<file path="config.mk">
export PLATFORM = sky130hd
export DESIGN_NAME = mem_access_stage
export DESIGN_NICKNAME = d
export VERILOG_FILES = /design/src/rtl/mem_stage_pkg.sv /design/src/rtl/mem_timeout_ctr.sv /design/src/rtl/mem_access_stage.sv
export SDC_FILE = /design/constraint.sdc
export NUM_CORES = 1
export LEC_CHECK = 0
export ABC_CLOCK_PERIOD_IN_PS = 3400
export CORE_MARGIN = 1
export CORE_UTILIZATION = 49
export CTS_CLUSTER_DIAMETER = 50
export CTS_CLUSTER_SIZE = 28
export DETAILED_ROUTE_END_ITERATION = 8
export PLACE_DENSITY = 0.86
export REMOVE_ABC_BUFFERS = 1
export SLEW_MARGIN = 10
export SYNTH_ARGS = -nofsm -noshare
export SYNTH_HDL_FRONTEND = slang
export SYNTH_SLANG_ARGS = --single-unit
</file>
<file path="constraint.sdc">
create_clock -name clk -period 3.4 [get_ports clk]
set_input_delay 0.68 -clock clk [delete_from_list [all_inputs] [get_ports clk]]
set_output_delay 0.68 -clock clk [all_outputs]
set_load 0.05 [all_outputs]
</file>
<file path="src/rtl/mem_stage_pkg.sv">
// mem_stage_pkg: shared definitions for the MEM stage.
//   - FSM state encoding (IDLE / BUSY / HALTED)
//   - default datapath width and memory-timeout limit
package mem_stage_pkg;

  localparam int DATA_W_DEF  = 16;
  localparam int TIMEOUT_DEF = 15;

  localparam logic [1:0] ST_IDLE   = 2'd0;
  localparam logic [1:0] ST_BUSY   = 2'd1;
  localparam logic [1:0] ST_HALTED = 2'd2;

endpackage

</file>
<file path="src/rtl/mem_timeout_ctr.sv">
// mem_timeout_ctr: 8-bit wait counter for an outstanding memory access.
//   clk, rst    clock, async active-low reset
//   clear       zero the count (takes priority over enable)
//   enable      count one more cycle without an ack
//   count       current number of unacknowledged BUSY cycles
//   expired     this enabled cycle is the LIMIT-th one without an ack
module mem_timeout_ctr #(
  parameter int LIMIT = 15
) (
  input  logic       clk,
  input  logic       rst,
  input  logic       clear,
  input  logic       enable,
  output logic [7:0] count,
  output logic       expired
);

  // Flag in the cycle whose increment would reach LIMIT, so the stage can
  // leave BUSY on that same edge.
  assign expired = enable && (count == 8'(LIMIT - 1));

  always_ff @(posedge clk or negedge rst) begin
    if (!rst)        count <= 8'd0;
    else if (clear)  count <= 8'd0;
    else if (enable) count <= count + 8'd1;
  end

endmodule

</file>
<file path="src/rtl/mem_access_stage.sv">
// mem_access_stage: MEM pipeline stage with a single outstanding
// request/ack memory access, writeback select, HALT retire and timeout.
//   clk, rst                 clock, async active-low reset
//   InValid..Val2RegIn       EX/MEM register contents
//   Stall                    freeze upstream stages
//   MemReq/MemWr/MemAddr/
//   MemWdata                 registered memory request, held until ack
//   MemRdata, MemAck         load data and one-cycle completion pulse
//   WbValidOut, WbDataOut    one-cycle retire pulse and writeback value
//   HaltOut, ErrOut          halt retired; sticky memory timeout
module mem_access_stage
  import mem_stage_pkg::*;
#(
  parameter int DATA_W  = DATA_W_DEF,
  parameter int TIMEOUT = TIMEOUT_DEF
) (
  input  logic              clk,
  input  logic              rst,
  input  logic              InValid,
  input  logic [DATA_W-1:0] RtIn,
  input  logic [DATA_W-1:0] ALUoutIn,
  input  logic              MemEnableIn,
  input  logic              MemWrIn,
  input  logic              HaltIn,
  input  logic              Val2RegIn,
  output logic              Stall,
  output logic              MemReq,
  output logic              MemWr,
  output logic [DATA_W-1:0] MemAddr,
  output logic [DATA_W-1:0] MemWdata,
  input  logic [DATA_W-1:0] MemRdata,
  input  logic              MemAck,
  output logic              WbValidOut,
  output logic [DATA_W-1:0] WbDataOut,
  output logic              HaltOut,
  output logic              ErrOut
);

  logic [1:0] state;
  logic       val2RegQ;
  logic [7:0] waitCount;
  logic       ctrExpired;

  logic idle, busy, halted;
  logic acceptHalt, acceptMem, acceptAlu, timeoutHit;

  assign idle   = (state == ST_IDLE);
  assign busy   = (state == ST_BUSY);
  assign halted = (state == ST_HALTED);

  // HALT wins over a memory access in the same instruction.
  assign acceptHalt = idle && InValid && HaltIn;
  assign acceptMem  = idle && InValid && !HaltIn && MemEnableIn;
  assign acceptAlu  = idle && InValid && !HaltIn && !MemEnableIn;

  // Gated by rst so Stall reads 0 while reset is held, whatever the inputs.
  assign Stall = rst && (busy || halted || acceptMem);

  mem_timeout_ctr #(.LIMIT(TIMEOUT)) uCtr (
    .clk     (clk),
    .rst     (rst),
    .clear   (acceptMem),
    .enable  (busy && !MemAck),
    .count   (waitCount),
    .expired (ctrExpired)
  );

  // Second term only guards against an overshot count; ack is checked first.
  assign timeoutHit = ctrExpired || (busy && !MemAck && (waitCount >= 8'(TIMEOUT)));

  always_ff @(posedge clk or negedge rst) begin
    if (!rst) begin
      state      <= ST_IDLE;
      val2RegQ   <= 1'b0;
      MemReq     <= 1'b0;
      MemWr      <= 1'b0;
      MemAddr    <= '0;
      MemWdata   <= '0;
      WbValidOut <= 1'b0;
      WbDataOut  <= '0;
      HaltOut    <= 1'b0;
      ErrOut     <= 1'b0;
    end else begin
      WbValidOut <= 1'b0;
      case (state)
        ST_IDLE: begin
          if (acceptHalt) begin
            HaltOut <= 1'b1;
            state   <= ST_HALTED;
          end else if (acceptMem) begin
            MemReq   <= 1'b1;
            MemWr    <= MemWrIn;
            MemAddr  <= ALUoutIn;
            MemWdata <= RtIn;
            val2RegQ <= Val2RegIn;
            state    <= ST_BUSY;
          end else if (acceptAlu) begin
            WbValidOut <= 1'b1;
            WbDataOut  <= ALUoutIn;
          end
        end
        ST_BUSY: begin
          if (MemAck) begin
            MemReq     <= 1'b0;
            WbValidOut <= 1'b1;
            // MemAddr still holds the captured ALU result.
            WbDataOut  <= (!MemWr && val2RegQ) ? MemRdata : MemAddr;
            state      <= ST_IDLE;
          end else if (timeoutHit) begin
            MemReq <= 1'b0;
            ErrOut <= 1'b1;
            state  <= ST_HALTED;
          end
        end
        ST_HALTED: ;
        default: state <= ST_IDLE;
      endcase
    end
  end

endmodule
</file>
==> flow_summary.yaml, run 1 <==
critical_path:
  worst_ep_required_time_ns: 2.72
  arrival_ns: 1.84
  ff2ff_setup_slack_ns: 1.11
  cp_max_fo: 7
  cp-start-kind: "primary input"
  setup.worst_path.end_class: "output pin"
  crit_type: "in2out"
power_and_ir_drop:
  clkPwrFrac_pct: 45.2
  pwr-share-seq_pct: 48.1
  powerDensity_nw_per_um2: 350
  swShare_pct: 20.3
  peakVddDrop_mv: 0.363
  p_int_uw: 1260
  leakagePower_uw: 0.00196
  switchingPower_uw: 320
  combinationalPowerShare_pct: 6.7
clock_network:
  cts_resized: 0
  clk_pin_slew_worst_paths_ns: 0.06
  hold_buffers: 0
  cts-root-buf: "clkbuf_8"
  cts_setup_buffers: 0
  clk_latency_ns: 0.34
  cts_max_level: 3
  cts_tree: "built"
  cts_sinks: 64
  cts_buffers: 9
  clockBufferDepth: 2
final_layout:
  finalInstanceArea_um2: 4520
  nNetsFinal: 506
  register_area_um2: 1600
  multi_input_area_um2: 1430
  finalNonFillerCells: 525
  n_fill_cell: 442
  drive_gt1_share_pct: 9.33
  area_delta_synth_final_pct: 43.4
  insertedDiodeCount: 0
placement:
  placed_cell_area_um2: 4310
  gp_congestion: 0.831
  dp.cells: 509
  port_buffers: 109
  place_hpwl_um: 5480
floorplanning:
  start_util_pct: 52.0
  dieArea_um2: 6760
  dieHeight_um: 82.2
  coreArea_um2: 6060
  boundaryPins: 110
  row_count: 28
  die_x_um: 82.2
global_route:
  antenna_found_initial: 0
  grt_use_total_pct: 26.4
  grt_start_max_net_pins: 65
  grt_first_pass_wirelength_um: 13100
  grtUsageMet3_pct: 6.81
  grt.overflow.total: 0
  globalRouteMet1Util_pct: 32.2
  grt_util_met2_pct: 42.8
  grt_pass1_vias: 2784
  busiest_layer: "met2"
logic_synthesis:
  synth_top_area_share_pct: 50.8
  synth_area_leaders: "dfrtp_1, nand2_1, mux2_2"
  synth_ff_type: "dfrtp_1"
  synth_edf_count: 0
  synthCells: 339
  synthArstFlopShare_pct: 100
  yosysTopAreaCell: "dfrtp_1"
  syn_area_per_cell_um2: 9.30
  synth_seq_area_share_pct: 50.8
  ys_ff_latch: 64
  synth.distinct_cells: 37
  netlist_area_um2: 3150
  yosys_warnings: 0
timing:
  fmaxAchievable_mhz: 397
  maxSlewHeadroom_pct: 47.6
  finalCritPeriodShare_pct: 74.1
  slew_viol_final: 0
  tns_ns: 0
  hold_viol: 0
  worst_pin_slew_ns: 0.786
  finClkSkew_ns: 0.00633
  finalSetupViolCount: 0
  period_needed_ns: 2.52
  whs_ns: 0.475
  rsz0062_at_grt: "false"
route:
  drt-total-wl_um: 8080
  via_per_inst: 5.42
  wl_per_cell_um: 15.4
  vias: 2848
  drcViolationCount: 0
  antenna_left: 0
  drt_first_pass_iters: 4
  drtIter0Drc: 116
run:
  drv_cap: 0
worst_hold_path:
  min_path_type: "reg2reg"
outcome:
  status: "finished clean"
cell usage in the layout (no fill, tap or decap), drive strengths merged, types with 3 or more instances in the layout:
| master | netlist | final |
|---|---|---|
| inv | 8 | 8 |
| o211ai | 17 | 17 |
| dfrtp | 64 | 64 |
| ha | 5 | 5 |
| or3 | 5 | 5 |
| clkdlybuf4s50 | 0 | 107 |
| mux2 | 16 | 16 |
| nand2b | 20 | 20 |
| a21oi | 8 | 8 |
| nand2 | 124 | 124 |
| o21ai | 6 | 6 |
| buf | 6 | 9 |
| nand4b | 18 | 18 |
| clkbuf | 15 | 13 |
| nand3 | 3 | 3 |
path summary, 6_finish.rpt:
path | start | endpoint | cells after the start
worst min-delay path | HaltOut | HaltOut | 1
worst max register to register | val2RegQ | WbDataOut[0] | 4
max in group asynchronous | rst | MemAddr[13] | 2
worst min register to register | HaltOut | HaltOut | 1
worst max-delay path | HaltIn | Stall | 4
min in group asynchronous | rst | MemAddr[2] | 2
layout make-up:
class,instances,share of cell area (%)
Clock buffer,13,3.29
Clock inverter,3,1.44
Inverter,8,0.664
Multi-Input combinational cell,246,31.7
Sequential cell,64,35.4
Tap cell,75,2.08
Timing Repair Buffer,116,25.4
layer usage:
| layer | wire, µm | vias to the layer above |
|---|---|---|
| met5 | 0 | - |
| met4 | 202 | 0 |
| met3 | 681 | 18 |
| met2 | 3810 | 117 |
| met1 | 3390 | 1355 |
| li1 | - | 1358 |
synthesized netlist by cell type, types with 2 or more instances:
library cell and instances:
a211oi_1 2, buf_2 5, o31ai_1 2, nand2_1 124
or3_1 4, mux2_2 16, nand3_1 3, a21oi_1 7
o211ai_1 17, o21a_1 2, nand2b_1 20, dfrtp_1 64
nand4b_1 18, nor2_1 2, clkbuf_1 14, nand3b_1 2
o21ai_0 6, ha_1 5, inv_1 8
stage by stage:
stage,util [%],total power (µW),setup slack [ns]
after floorplan,-,792,0.596
after global routing,74.6,1640,0.826
after CTS,74.6,1600,0.888
final,74.6,1580,0.879
after detailed placement,71.1,882,0.888
after global placement,71.1,880,0.923
power groups by stage:
stage | Sequential (µW) | Combinational, µW | Clock [µW]
6_report | 761 | 106 | 714
5_1_grt | 761 | 115 | 760
4_1_cts | 761 | 107 | 727
3_5_place_dp | 776 | 106 | 0
3_3_place_gp | 776 | 105 | 0
2_1_floorplan | 776 | 15.8 | 0
worst max-delay path, stage by stage:
cell,delay [ns]
clkdlybuf4s50_1,0.57
and4b_1,0.24
o21a_1,0.20
buf_12,0.15
flip-flops by register name, summed over array words and instances, names as in the netlist:
name,cells
HaltOut,1
MemReq,1
WbValidOut,1
val2RegQ,1
ErrOut,1
WbDataOut,16
MemWdata,16
state,2
MemWr,1
MemAddr,16
uCtr.count,8
logic make-up after synthesis:
family	share of synthesized area (%)
buf+inv	3.81
simple gates	28.1
compound gates	9.05
xor+xnor	0.278
fa+ha+maj	1.98
mux	6.03
flops	50.8
Power figures use the tool's default switching activity.
==> run 2: changes to the inputs <==
--- a/config.mk
+++ b/config.mk
@@ -5,13 +5,13 @@
 export SDC_FILE = /design/constraint.sdc
 export NUM_CORES = 1
 export LEC_CHECK = 0
-export ABC_CLOCK_PERIOD_IN_PS = 3400
+export ABC_CLOCK_PERIOD_IN_PS = 2500
 export CORE_MARGIN = 1
-export CORE_UTILIZATION = 49
+export CORE_UTILIZATION = 45
 export CTS_CLUSTER_DIAMETER = 50
 export CTS_CLUSTER_SIZE = 28
 export DETAILED_ROUTE_END_ITERATION = 8
-export PLACE_DENSITY = 0.86
+export PLACE_DENSITY = 0.8
 export REMOVE_ABC_BUFFERS = 1
 export SLEW_MARGIN = 10
 export SYNTH_ARGS = -nofsm -noshare
==> constraint.sdc (replaced) <==
create_clock -name clk -period 2.5 [get_ports clk]
set_input_delay 0.5 -clock clk [delete_from_list [all_inputs] [get_ports clk]]
set_output_delay 0.5 -clock clk [all_outputs]
set_load 0.05 [all_outputs]
==> run 2 against run 1 <==
  * Total power rose by 35%
  * Die area rose by 8.7%
  * First-iteration DRC count rose by 10%
  * Clock power rose by 33%
  * Largest power group unchanged
==> flow_summary.yaml, run 2 (synthesized netlist as in run 1, its figures left out) <==
outcome:
  status: "finished clean"
clock_network:
  clk_pin_slew_worst_paths_ns: 0.06
  clockBufferDepth: 2
  cts_resized: 0
  cts-root-buf: "clkbuf_8"
  cts_max_level: 3
  cts_sinks: 64
  cts_tree: "built"
  hold_buffers: 0
  cts_buffers: 9
  cts_setup_buffers: 0
  clk_latency_ns: 0.33
critical_path:
  arrival_ns: 1.73
  ff2ff_setup_slack_ns: 0.55
  timing.rr.end: "state[0]"
  worst_ep_required_time_ns: 2.00
  cp_max_fo: 8
  cp-start-kind: "register"
  crit_type: "reg2out"
  crit_start: "state[1]"
  crit_path_end: "Stall"
  reg2regPathDepth: 6
  r2r-start: "state[1]"
  setup.worst_path.end_class: "output pin"
timing:
  finalSetupViolCount: 0
  finClkSkew_ns: 0.0105
  hold_viol: 0
  fmaxAchievable_mhz: 449
  period_needed_ns: 2.23
  worst_pin_slew_ns: 0.813
  maxSlewHeadroom_pct: 45.8
  finalCritPeriodShare_pct: 89.1
  slew_viol_final: 0
  rsz0062_at_grt: "false"
power_and_ir_drop:
  pwr-share-seq_pct: 48.6
  p_total_uw: 2130
  powerDensity_nw_per_um2: 466
  switchingPower_uw: 434
  p_int_uw: 1690
  combinationalPowerShare_pct: 6.7
  swShare_pct: 20.4
  clkPwrFrac_pct: 44.6
  leakagePower_uw: 0.00198
  peakVddDrop_mv: 0.334
placement:
  gp_congestion: 0.857
  port_buffers: 109
  placed_cell_area_um2: 4350
  place_hpwl_um: 5420
global_route:
  grt_use_total_pct: 23.2
  grt_start_max_net_pins: 65
  grt_pass1_vias: 2715
  grt.overflow.total: 0
  antenna_found_initial: 0
  grt_first_pass_wirelength_um: 13200
final_layout:
  finalInstanceArea_um2: 4560
  nNetsFinal: 508
  layout_common_cells: "nand2_1, clkdlybuf4s50_1, dfrtp_1"
  reg.largest.list: "MemAddr x16, MemWdata x16, WbDataOut x16"
  drive_gt1_share_pct: 9.96
  insertedDiodeCount: 0
  area_delta_synth_final_pct: 44.8
  final_common_cell: "nand2_1"
floorplanning:
  dieHeight_um: 85.7
  row_count: 30
  boundaryPins: 110
  start_util_pct: 46.4
  die_x_um: 85.7
  coreArea_um2: 6790
  dieArea_um2: 7350
route:
  vias: 2849
  via_per_inst: 5.20
  drt_first_pass_iters: 4
  drtIter0Drc: 128
  wl_per_cell_um: 14.7
  drt-total-wl_um: 8070
  antenna_left: 0
  drcViolationCount: 0
run:
  drv_cap: 0
worst_hold_path:
  min_path_type: "in2async"
run 2: cell count changes in the layout (fill, tap and decap cells not counted):
cell	delta
clkbuf_8	+3
clkbuf_1	-2
buf_4	+2
bufinv_16	-1
ha_2	-1
ha_1	+1
run 2: power by group through the flow:
stage,Sequential (µW),Combinational [µW],Clock [µW]
floorplan,1060,21.5,0
global placement,1050,144,0
detailed placement,1050,144,0
CTS,1040,145,972
global route,1030,157,1020
finish,1040,143,951
run 2: worst min-delay path by stage:
stage | cells past startpoint | endpoint | slack [ns]
floorplan | 0 | ErrOut | 0.20
global placement | 1 | HaltOut | 0.45
detailed placement | 1 | ErrOut | 0.45
CTS | 2 | MemAddr[3] | 0.40
global route | 2 | HaltOut | 0.44
finish | 2 | HaltOut | 0.37
run 2: critical path, cell delays in order, from the launching register on:
cell and delay (ns):
dfrtp_1 0.40, inv_1 0.11, ha_1 0.30, and4b_1 0.27, o21a_1 0.18, buf_12 0.15
run 2: layer usage:
metal	up-vias	GRT usage, %	part of all wire [%]
met2	111	36.9	48
met1	1374	30.7	43
met3	7	6.45	8.0
met4	0	7.73	0.76
met5	-	0	0
li1	1357	-	-
run 2: per-stage QoR:
stage	TNS, ns	setup WS (ns)	utilization [%]	hold WS (ns)	std cells
2_1_floorplan	-1.62	-0.124	-	0.204	318
3_3_place_gp	0	0.331	64.0	0.451	532
3_5_place_dp	0	0.288	64.0	0.454	532
4_1_cts	0	0.267	67.2	0.403	548
5_1_grt	0	0.163	67.2	0.444	548
6_report	0	0.273	67.2	0.374	548
run 2: final cells by class:
class                      instances  area [µm²]
fill                             546        2230
multi-input combinational        246        1430
tap                               96         120
inverter                           8        30.0
clock buffer                      14         183
clock inverter                     2        35.0
timing repair buffer             118        1160
sequential                        64        1600
==> run 3: changes to the inputs <==
--- a/config.mk
+++ b/config.mk
@@ -6,6 +6,7 @@
 export NUM_CORES = 1
 export LEC_CHECK = 0
 export ABC_CLOCK_PERIOD_IN_PS = 2500
+export CAP_MARGIN = 20
 export CORE_MARGIN = 1
 export CORE_UTILIZATION = 45
 export CTS_CLUSTER_DIAMETER = 50
==> results of run 3 <==
Final layout, timing and power as in run 2 (identical DEF).
==> edit 1: new RTL, flow settings as in run 1 <==
Change the package constant `DATA_W_DEF` from 16 to 20.
--- a/src/rtl/mem_stage_pkg.sv
+++ b/src/rtl/mem_stage_pkg.sv
@@ -3,7 +3,7 @@
 //   - default datapath width and memory-timeout limit
 package mem_stage_pkg;
 
-  localparam int DATA_W_DEF  = 16;
+  localparam int DATA_W_DEF  = 20;
   localparam int TIMEOUT_DEF = 15;
 
   localparam logic [1:0] ST_IDLE   = 2'd0;
Interface: changed (6 resized); port bits go from 110 to 134. No check against the original RTL was run, so the function may have changed too.
==> edit 1 against run 1 <==
  * Synthesized area rose by 18%
  * Final area grew 18%
  * Via count rose by 17%
  * Sequential cell count rose by 12
  * Register-to-register slack got worse by 0.09 ns
  * Critical path depth stayed put
  * Fmax shrank 0.58%
  * First-iteration DRC count is 55% higher
  * Setup slack got worse by 0.015 ns
  * Routed wire length increased by 23%
  * Sequential share of layout area up 0.25 points
  * Highest routed layer unchanged
Power is not compared: it rests on default switching activity, and its combinational part moved more than twofold at a synthesized area within 25%.
==> edit 1: results (changes against run 1) <==
status finished clean (unchanged); clock skew 0.00980 ns (was 0.00633 ns); sequential fraction of the synthesis area 0.512 (was 0.508); via density per instance 5.33 (was 5.42); DR iter-0 viols 180 (was 116); total track usage 0.255 (was 0.264); maximum clock path buffer count 2 (unchanged); DR WL met3 866 um (was 681 um); drt first pass iters 5 (was 4); Metal-1 WL 4170 um (was 3390 um); Layout Area Growth over Synthesis 43.4% (about the same); post-DP HPWL 6710 um (was 5480 um); later-pin clock latency in the skew report 0.34 ns (about the same); most frequent cells after synthesis 149 x nand2_1, 76 x dfrtp_1, 22 x nand2b_1, 22 x nand4b_1 (was 124 x nand2_1, 64 x dfrtp_1, 20 x nand2b_1); number of global-route vias before repair 3,174 (was 2,784); drt total wl 9940 um (was 8080 um); RePlAce Congestion 0.804 (was 0.831); ys flop type dfrtp_1 (unchanged); top layer in use met4 (unchanged); CP endpoint Stall (unchanged); met2 WL post-DR 4720 um (was 3810 um); post_cts resized 0 (unchanged); share of post-route cells with drive strength above 1 0.0951 (was 0.0933); Regs by FF count MemAddr: 20 flops, MemWdata: 20 flops, WbDataOut: 20 flops (was MemAddr: 16 flops, MemWdata: 16 flops, WbDataOut: 16 flops); Worst R2R Start val2RegQ$_DFFE_PN0P_ (unchanged); # fillers 569 (was 442); Seq power 1.57 mW; DP Worst Slack 0.820 ns (was 0.888 ns); hold crit path type register to register (unchanged); Crit Path Class primary input to primary output (unchanged); Least-Margin Pin Slew 0.954 ns (was 0.786 ns); Clock transition at path regs 0.08 ns (was 0.06 ns); CP startpoint HaltIn (unchanged); fin nets 594 (was 506); Port Buffer Count 133 (was 109); Synth Area per Inst 9.36 um2 (was 9.30 um2); CP peak stage delay 0.56 ns; total gr overflow 0 (unchanged); Worst path slowest cell clkdlybuf4s50_1 (unchanged); H-Tree Depth 3 (unchanged); reg-to-reg endpoint WbDataOut[3]$_DFFE_PN0P_ (was WbDataOut[0]$_DFFE_PN0P_); reg2reg setup slack 1.02 ns (was 1.11 ns); setup bufs post-CTS 0 (unchanged); total chip power 5.26 mW; Worst EP arrival 1.86 ns (was 1.84 ns); fin crit period 2.54 ns (was 2.52 ns); Register-to-Register Path Depth 4 (unchanged); Post-synth ARST share 1.00 (unchanged); Placed Cells incl. Taps 609 (was 509); initial antenna violation count 0 (unchanged); count of different cell masters after synthesis 38 (was 37); Post-DP Area 0.00513 mm2 (was 0.00431 mm2); largest net degree at the start of global routing 77 (was 65); final std cells w/o fill 625 (was 525); first-pass GRT wire length 15,300 um (was 13,100 um); top post-synthesis cells by area dfrtp_1 51%, nand2_1 15%, mux2_2 6.1% (was dfrtp_1 51%, nand2_1 15%, mux2_2 5.7%)
## edit 1: cell types whose count changed in the layout (fill, tap and decap cells not counted), sizes merged, moves of 4 or more
| cell | run 1 | this run |
|---|---|---|
| nand2 | 124 | 149 |
| clkdlybuf4s50 | 107 | 131 |
| dfrtp | 64 | 76 |
| mux2 | 16 | 20 |
| nand4b | 18 | 22 |
## edit 1: how the worst min path moves through the flow
stage	slack, ns	startpoint	cells after the start	end
floorplan	0.38	rst	0	ErrOut$_DFFE_PN0P_
global route	0.49	ErrOut$_DFFE_PN0P_	1	ErrOut$_DFFE_PN0P_
finish	0.47	ErrOut$_DFFE_PN0P_	1	ErrOut$_DFFE_PN0P_
detailed placement	0.46	HaltOut$_DFFE_PN0P_	1	HaltOut$_DFFE_PN0P_
CTS	0.48	MemWdata[11]$_DFFE_PN0P_	2	MemWdata[11]$_DFFE_PN0P_
global placement	0.45	ErrOut$_DFFE_PN0P_	1	ErrOut$_DFFE_PN0P_
## edit 1: final cells by class
type / instances / area share
Clock buffer: 10 / 0.0258
Clock inverter: 6 / 0.0120
Inverter: 7 / 0.00493
Multi-Input combinational cell: 287 / 0.314
Sequential cell: 76 / 0.357
Tap cell: 99 / 0.0232
Timing Repair Buffer: 140 / 0.263
## edit 1: critical path, delay by kind of cell
| kind | cells | cell delay [ns] |
|---|---|---|
| compound gates | 1 | 0.20 |
| buf+inv | 2 | 0.71 |
| simple gates | 1 | 0.26 |
## edit 1: cell families after synthesis
group | synth area share
buf+inv | 0.0401
fa+ha+maj | 0.0168
mux | 0.0633
compound gates | 0.0855
simple gates | 0.278
flops | 0.512
xor+xnor | 0.00471
## edit 1: per-layer routing
layer,GRT usage,up-vias
met5,0,-
met4,0.111,0
met3,0.0637,16
met2,0.421,146
met1,0.319,1582
li1,-,1588
==> edit 2: new RTL, settings of run 1 <==
Made on the original files. Reset style: synchronous (`rst`), changed in 2 clocked blocks. Comments in the files are not updated.
--- a/src/rtl/mem_timeout_ctr.sv
+++ b/src/rtl/mem_timeout_ctr.sv
@@ -19,7 +19,7 @@
   // leave BUSY on that same edge.
   assign expired = enable && (count == 8'(LIMIT - 1));
 
-  always_ff @(posedge clk or negedge rst) begin
+  always_ff @(posedge clk) begin
     if (!rst)        count <= 8'd0;
     else if (clear)  count <= 8'd0;
     else if (enable) count <= count + 8'd1;
--- a/src/rtl/mem_access_stage.sv
+++ b/src/rtl/mem_access_stage.sv
@@ -68,7 +68,7 @@
   // Second term only guards against an overshot count; ack is checked first.
   assign timeoutHit = ctrExpired || (busy && !MemAck && (waitCount >= 8'(TIMEOUT)));
 
-  always_ff @(posedge clk or negedge rst) begin
+  always_ff @(posedge clk) begin
     if (!rst) begin
       state      <= ST_IDLE;
       val2RegQ   <= 1'b0;
Formal check against the unedited RTL: differs if rst is asserted again (counterexample within 4 cycles, from zero or initial values and one cycle with rst low); with rst held inactive, the same outputs for 10 cycles.
==> edit 2 against run 1 <==
  * Largest cell class is now multi-input combinational cells
  * Sequential cell count unchanged
  * Synthesized area down 1.3%
  * First-iteration DRC count up 9.5%
  * Routed wire length up 0.69%
  * Die area down 1.3%
  * Setup slack better by 0.0061 ns
  * Hold slack worse by 0.013 ns
  * Final area down 2.6%
Power is not compared: it rests on default switching activity, and its combinational part moved more than twofold at a synthesized area within 25%.
==> edit 2: results (changes against run 1) <==
Crit Path Max Fanout 7 (unchanged); CTS root buf clkbuf_8 (unchanged); post_cts resized 0 (unchanged); total number of vias 2,950 (was 2,848); most frequent cells after synthesis 87 x nand2_1, 64 x dfxtp_1, 38 x a21boi_0 (was 124 x nand2_1, 64 x dfrtp_1, 20 x nand2b_1); fin nets 517 (was 506); initial antenna violation count 0 (unchanged); Clock transition at path regs 0.07 ns; first-pass GRT wire length 12,800 um (was 13,100 um); Max-slew headroom 0.369 (was 0.476); final std cells w/o fill 535 (was 525); CP peak stage delay 0.56 ns; hold crit path type register to register (unchanged); top post-synthesis cells by area dfxtp_1 41%, nand2_1 10%, a21boi_0 9.2% (was dfrtp_1 51%, nand2_1 15%, mux2_2 5.7%); diode count 0 (unchanged); Final Max Slew Viols 0 (unchanged); clock skew 0.00750 ns (was 0.00633 ns); leakage 1.57 nW; DR iter-0 viols 127 (was 116); post-DP HPWL 5400 um (was 5480 um); number of global-route vias before repair 2,821 (was 2,784); Synth Area per Inst 8.71 um2 (was 9.30 um2); share of the synthesized area in the top cell type 0.412 (was 0.508); maximum vdd drop 0.000269 V; # fillers 476 (was 442); mux cell area share after synthesis 0.0515 (was 0.0603); DP Worst Slack 0.898 ns (was 0.888 ns); Port Buffer Count 109 (unchanged); drt first pass iters 4 (unchanged); H-Tree Depth 3 (unchanged); area share of fa/ha/maj cells after synthesis 0.0201 (was 0.0198); YS warnings 0 (unchanged); total track usage 0.252 (was 0.264); Post-synth ARST share 0 (was 1.00); setup bufs post-CTS 0 (unchanged); Worst path slowest cell clkdlybuf4s50_1 (unchanged); largest net degree at the start of global routing 56 (was 65); share of post-route cells with drive strength above 1 0.0609 (was 0.0933); maximum clock path buffer count 2 (unchanged); ys flop type dfxtp_1 (was dfrtp_1); RePlAce Congestion 0.775 (was 0.831); Compound-Gate Fraction of Synth Area 0.223 (was 0.0905); status finished clean (unchanged); xor and xnor fraction of the mapped netlist area 0.00563 (was 0.00278); sequential fraction of the synthesis area 0.412 (was 0.508); total CTS buffers 9 (unchanged); drt total wl 8140 um (was 8080 um); count of different cell masters after synthesis 39 (was 37); Placed Cells incl. Taps 520 (was 509); Regs by FF count MemAddr: 16 flops, MemWdata: 16 flops, WbDataOut: 16 flops (unchanged)
## edit 2: stage by stage
step           instance area (um2)  power (mW)
2_1_floorplan                 2960        1.06
3_3_place_gp                  4200        1.24
3_5_place_dp                  4200        1.25
4_1_cts                       4400        1.93
5_1_grt                       4400        1.99
6_report                      4400        1.92
## edit 2: logic make-up after synthesis
group	after synthesis
buffers and inverters	50
AOI/OAI and AO/OA	94
DFF	64
xor gates and xnor gates	2
muxes	16
adders and majority gates	5
and+or+nand+nor	126
## edit 2: worst paths after layout
check	cells after the start	slack [ns]	to	from
max	4	0.89	Stall	HaltIn
max reg2reg	7	1.24	WbDataOut[3]$_SDFFE_PN0P_	state[1]$_SDFFE_PN0P_
min reg2reg	2	0.46	WbDataOut[14]$_SDFFE_PN0P_	WbDataOut[14]$_SDFFE_PN0P_
min	2	0.46	WbDataOut[14]$_SDFFE_PN0P_	WbDataOut[14]$_SDFFE_PN0P_
## edit 2: final cells by class
type / instances / area [um2] / share of cell area
Timing Repair Buffer: 116 / 1150 / 0.261
Multi-Input combinational cell: 243 / 1600 / 0.363
Clock buffer: 11 / 131 / 0.0298
Sequential cell: 64 / 1280 / 0.291
Tap cell: 75 / 93.8 / 0.0213
Clock inverter: 4 / 70.1 / 0.0159
Inverter: 22 / 82.6 / 0.0188
## edit 2: routing by layer
layer  vias up  GRT usage  wire [um]
met1      1383      0.312       3500
met5         -          0          0
li1       1449          -          -
met3         8     0.0667        707
met4         0      0.112         98
met2       110      0.408       3830
## edit 2: critical path: cells and delay by family
family	cells	cell delay (ns)
AND/OR/NAND/NOR	1	0.24
buffers and inverters	2	0.71
AO/OA/AOI/OAI	1	0.20
## edit 2: power breakdown
part / switching [mW] / internal, mW
logic: 0.241 / 0.185
clock network: 0.276 / 0.407
registers: 0.0235 / 0.785
